File: src/rtl/box_anim_sched.sv
// box_anim_sched: owns the VGA adapter plot port and animates one solid box.
// Cycle: DRAW the box, WAIT a programmable delay, ERASE it to black, MOVE it
// one pixel diagonally (bouncing off the screen edges), then DRAW again.
// Handshake: there is no valid/ready pair; plot is a write strobe and the
// adapter accepts one pixel on every clock edge where plot=1, no backpressure.
module box_anim_sched #(
  parameter int BOX_W  = 16,
  parameter int BOX_H  = 8,
  parameter int DELAY  = 12_499_999,
  parameter int SCR_W  = 160,
  parameter int SCR_H  = 120,
  parameter int X_INIT = 81,
  parameter int Y_INIT = 0
) (
  input  logic       clock,
  input  logic       reset,
  input  logic       go,
  input  logic       stop,
  input  logic [2:0] colour_in,
  output logic [7:0] x_out,
  output logic [6:0] y_out,
  output logic [2:0] colour_out,
  output logic       plot,
  output logic       busy
);

  localparam int CW = $clog2(DELAY + 1);
  localparam logic [CW-1:0] DLY_LOAD = CW'(DELAY - 1);
  localparam logic [7:0] DX_LAST = 8'(BOX_W - 1);
  localparam logic [6:0] DY_LAST = 7'(BOX_H - 1);
  localparam logic [7:0] X_MAX   = 8'(SCR_W - BOX_W);
  localparam logic [6:0] Y_MAX   = 7'(SCR_H - BOX_H);

  typedef enum logic [2:0] {
    S_IDLE,
    S_DRAW,
    S_WAIT,
    S_ERASE,
    S_MOVE
  } state_t;

  state_t        state;
  logic [7:0]    pos_x;
  logic [6:0]    pos_y;
  logic          dir_x;
  logic          dir_y;
  logic [7:0]    dx;
  logic [6:0]    dy;
  logic [CW-1:0] dly;
  logic [2:0]    col;
  logic          halt;

  logic          last_px;
  logic [7:0]    nx_pos_x;
  logic [6:0]    nx_pos_y;
  logic          nx_dir_x;
  logic          nx_dir_y;

  // Last pixel of the row-major box scan.
  assign last_px = (dx == DX_LAST) && (dy == DY_LAST);

  // Next box origin and direction with edge bounce; a full-width (or
  // full-height) box cannot move on that axis and stays pinned at 0.
  always_comb begin
    nx_pos_x = pos_x;
    nx_dir_x = dir_x;
    nx_pos_y = pos_y;
    nx_dir_y = dir_y;
    if (BOX_W == SCR_W) begin
      nx_pos_x = 8'd0;
    end else if (dir_x && (pos_x == X_MAX)) begin
      nx_dir_x = 1'b0;
      nx_pos_x = pos_x - 8'd1;
    end else if (!dir_x && (pos_x == 8'd0)) begin
      nx_dir_x = 1'b1;
      nx_pos_x = pos_x + 8'd1;
    end else begin
      nx_pos_x = dir_x ? pos_x + 8'd1 : pos_x - 8'd1;
    end
    if (BOX_H == SCR_H) begin
      nx_pos_y = 7'd0;
    end else if (dir_y && (pos_y == Y_MAX)) begin
      nx_dir_y = 1'b0;
      nx_pos_y = pos_y - 7'd1;
    end else if (!dir_y && (pos_y == 7'd0)) begin
      nx_dir_y = 1'b1;
      nx_pos_y = pos_y + 7'd1;
    end else begin
      nx_pos_y = dir_y ? pos_y + 7'd1 : pos_y - 7'd1;
    end
  end

  // Sequencer: state, scan counters, delay counter, position and colour.
  always_ff @(posedge clock) begin
    if (reset) begin
      state <= S_IDLE;
      pos_x <= 8'(X_INIT);
      pos_y <= 7'(Y_INIT);
      dir_x <= 1'b1;
      dir_y <= 1'b1;
      dx    <= 8'd0;
      dy    <= 7'd0;
      dly   <= '0;
      col   <= 3'b000;
      halt  <= 1'b0;
    end else begin
      case (state)
        S_IDLE: begin
          if (go) begin
            state <= S_DRAW;
            dx    <= 8'd0;
            dy    <= 7'd0;
            col   <= colour_in;
          end
        end
        S_DRAW, S_ERASE: begin
          if (last_px) begin
            dx <= 8'd0;
            dy <= 7'd0;
            if (state == S_DRAW) begin
              state <= S_WAIT;
              dly   <= DLY_LOAD;
            end else if (halt) begin
              state <= S_IDLE;
              halt  <= 1'b0;
            end else begin
              state <= S_MOVE;
            end
          end else if (dx == DX_LAST) begin
            dx <= 8'd0;
            dy <= dy + 7'd1;
          end else begin
            dx <= dx + 8'd1;
          end
        end
        S_WAIT: begin
          if (stop) halt <= 1'b1;
          if (dly == '0) begin
            state <= S_ERASE;
            dx    <= 8'd0;
            dy    <= 7'd0;
          end else begin
            dly <= dly - 1'b1;
          end
        end
        S_MOVE: begin
          pos_x <= nx_pos_x;
          pos_y <= nx_pos_y;
          dir_x <= nx_dir_x;
          dir_y <= nx_dir_y;
          col   <= colour_in;
          dx    <= 8'd0;
          dy    <= 7'd0;
          state <= S_DRAW;
        end
        default: state <= S_IDLE;
      endcase
    end
  end

  // Adapter outputs decoded from the registered state.
  assign x_out      = pos_x + dx;
  assign y_out      = pos_y + dy;
  assign plot       = (state == S_DRAW) || (state == S_ERASE);
  assign colour_out = (state == S_DRAW) ? col : 3'b000;
  assign busy       = (state != S_IDLE);

endmodule
File: config.mk
export PLATFORM = sky130hd
export DESIGN_NAME = box_anim_sched
export DESIGN_NICKNAME = d
export VERILOG_FILES = /design/src/rtl/box_anim_sched.sv
export SDC_FILE = /design/constraint.sdc
export NUM_CORES = 1
export LEC_CHECK = 0
export ABC_CLOCK_PERIOD_IN_PS = 3190
export BUFFER_PORTS_ARGS = -buffer_cell sky130_fd_sc_hd__buf_2
export CORE_ASPECT_RATIO = 0.8
export CORE_MARGIN = 4
export CORE_UTILIZATION = 60
export DETAILED_ROUTE_END_ITERATION = 8
export PLACE_DENSITY = 0.83
export SETUP_SLACK_MARGIN = 0.05
export SLEW_MARGIN = 20
export SYNTH_ARGS = -nofsm -noshare
export SYNTH_HDL_FRONTEND = slang
export SYNTH_SLANG_ARGS = --single-unit
export TNS_END_PERCENT = 100
File: constraint.sdc
create_clock -name clock -period 3.19 [get_ports clock]
set_clock_uncertainty 0.15 [all_clocks]
set_input_delay 0.638 -clock clock [delete_from_list [all_inputs] [get_ports clock]]
set_output_delay 0.638 -clock clock [all_outputs]
set_load 0.05 [all_outputs]
==> out/metrics.cfg <==
[pwr]
power_mw=1.61
p_leak_nw=1.71
vdd_drop_max_mv=0.269
power.density_nw_per_um2=385

[grt]
overflow=0
grt_pass1_vias=3213
antenna_found_initial=0
groute.usage.overall=0.232
grt_max_degree=33
grt_pass1_wl_um=14100

[yosys]
yosysSeqAreaShare=0.336
avgSynthCellArea_um2=8.13
syn-num-nets=492
synthArstFlopShare=0
synth_top_area_frac=0.336
synth_cell_type_count=45
ys.flop_type=dfxtp_1
synth_warnings=0
synth_edf_count=0
syn_area_um2=3750
synth_area_leader_cell=dfxtp_1
synthTopCellsByArea=dfxtp_1 34%, xnor2_1 8.2%, ha_1 7.3%
synthCells=461
ys_ff_latch=63

[sta]
rsz0062_at_grt=true
finalWorstPathRequiredPeriod_ns=3.03
maxSlewViolCount=0
slew_headroom=0.542
worstMarginPinSlew_ns=0.668
period_share=0.950
setup_slack_ns=0.158
tns_ns=0
max_freq_mhz=330
finalHoldViolCount=0
setup_viol=0
fin_hold_ws_ns=0.339

[clocking]
clk_pin_slew_ns=0.07
cts_buffers=9
clock_path_buffers=2
cts_tree=yes
cts.sinks=63
clockRootBuffer=clkbuf_8
htreeDepth=3
clock_latency_ns=0.35

[setup_path]
rr_worst_depth=6
worstPathArrival_ns=2.24
r2r-end=dy[4]
timing.rr.start=dly[3]
endpoint=y_out[6]
crit_type=flop to output pin
startpoint=dy[0]
cp.required_ns=2.40
crit_fanout=5
worst_setup_path_start_kind=flop
r2r_setup_slack_ns=0.34
end_kind=output pin

[cells_and_area]
area_delta_synth_final_pct=12.0
fillers=482
num-nets-final=520
finalInstanceArea_um2=4200
diodes=0
final_core_util=0.703
drive_above_1_share=0.142
regArea_um2=1270
multi_input_area_um2=2360
fin_cells=575

[routing]
drt_wl_total_um=8230
antenna_left=0
drc_errors=0
drt-wirelength-per-cell_um=14.3
via_per_inst=5.88
dr_total_vias=3381
first_pass_iters=5
drtIter0Drc=178

[die]
io_pins=27
die_area_um2=7580
fp.coreArea_um2=5970
die_w_um=96.4
row_count=25
die_height_um=78.7
start_util=0.627

[hold_path]
hold_path.class=flop to flop
hold_depth=2
worstHoldStart=dly[9]

[run_status]
status=complete, no violations

[placed_design]
pre_cts_slack_ns=0.355
placed_area_um2=3960
dpl.hpwl_um=5820
port_buffers=26
dp_cells=558
gp_congestion=0.842

[run]
cap_violations=0

state kept, by name (all words and copies together), names as in the netlist:
register	count
dly	24
dy	7
pos_y	7
col	3
halt	1
dx	8
pos_x	8
dir_x	1
dir_y	1
state	3
worst min path at each step:
stage / end / slack, ns
global placement: dly[9] / 0.32
global route: dly[9] / 0.37
finish: dly[9] / 0.34
floorplan: dly[9] / 0.30
detailed placement: col[0] / 0.33
CTS: dly[9] / 0.34
logic make-up (layout without fill, tap and decap cells):
group	count (synthesis)	count (layout)	share of synthesized area
buffers and inverters	36	69	0.0381
adders and majority gates	24	24	0.0841
DFF	63	63	0.336
AOI/OAI and AO/OA	83	83	0.135
and+or+nand+nor	198	198	0.269
xor gates and xnor gates	47	47	0.110
muxes	10	10	0.0274
worst max-delay path, cell delays in order (launching register included):
cell and delay, ns:
dfxtp_1 0.36, ha_1 0.23, fa_2 0.36, a21oi_1 0.15
nor2_1 0.08, nor2_2 0.11, o21bai_1 0.07, a21oi_1 0.18
xnor2_1 0.14, buf_4 0.22
cell usage after synthesis, drive strengths merged (3+ instances only):
master and number:
a21o 4, a21oi 39, a311oi 4, a31oi 6
and2 4, and3 6, clkbuf 16, dfxtp 63
ha 22, inv 19, mux2i 8, nand2 31
nand2b 10, nand3 15, nand3b 3, nand4 10
nor2 61, nor2b 3, nor3 20, nor4 10
o21ai 11, o21bai 3, o31ai 3, or2 3
or3 9, or4 7, xnor2 35, xor2 12
repair_timing:
action	4_1_cts	5_1_grt
buffers inserted	0	1
hold buffers	0	0
endpoints found under the hold margin	0	0
setup endpoints to repair	3	6
gates resized for setup	3	13
final cells by class:
type | count | share of cell area
Sequential cell | 63 | 0.303
Timing Repair Buffer | 34 | 0.0477
Inverter | 19 | 0.0170
Clock buffer | 9 | 0.0295
Tap cell | 81 | 0.0241
Clock inverter | 7 | 0.0176
Multi-Input combinational cell | 362 | 0.561
where the power goes:
group	switching, mW	internal [mW]	leakage, nW
logic	0.0907	0.0319	1.11
registers	0.00865	0.793	0.511
clock network	0.331	0.360	0.0875
total	0.431	1.18	1.71
routing by layer:
layer  up-vias  GRT usage  share of wire
li1       1684          -              -
met2       124      0.367           0.44
met5         -          0              0
met1      1559      0.302           0.47
met4         0     0.0798         0.0098
met3        14     0.0672          0.075
placed cells by master, fill, tap and decap left out, types with 3 or more instances in the layout:
cell	instances
nand2b_1	10
nor2b_1	3
a21oi_1	39
nand3_1	15
a311oi_1	4
nor4_1	10
clkbuf_8	9
nor2_1	60
mux2i_1	8
o21bai_1	3
ha_1	22
and2_1	4
xnor2_1	35
nor3_1	20
xor2_1	12
or2_2	3
o31ai_1	3
o21ai_0	9
clkinvlp_4	4
or4_1	5
dfxtp_1	57
nand2_1	31
buf_2	22
nand4_1	10
and3_1	6
a21o_1	4
inv_1	19
buf_4	11
dfxtp_2	5
or3_1	9
a31oi_1	6
Note: power is estimated with default switching activity, not from simulation.
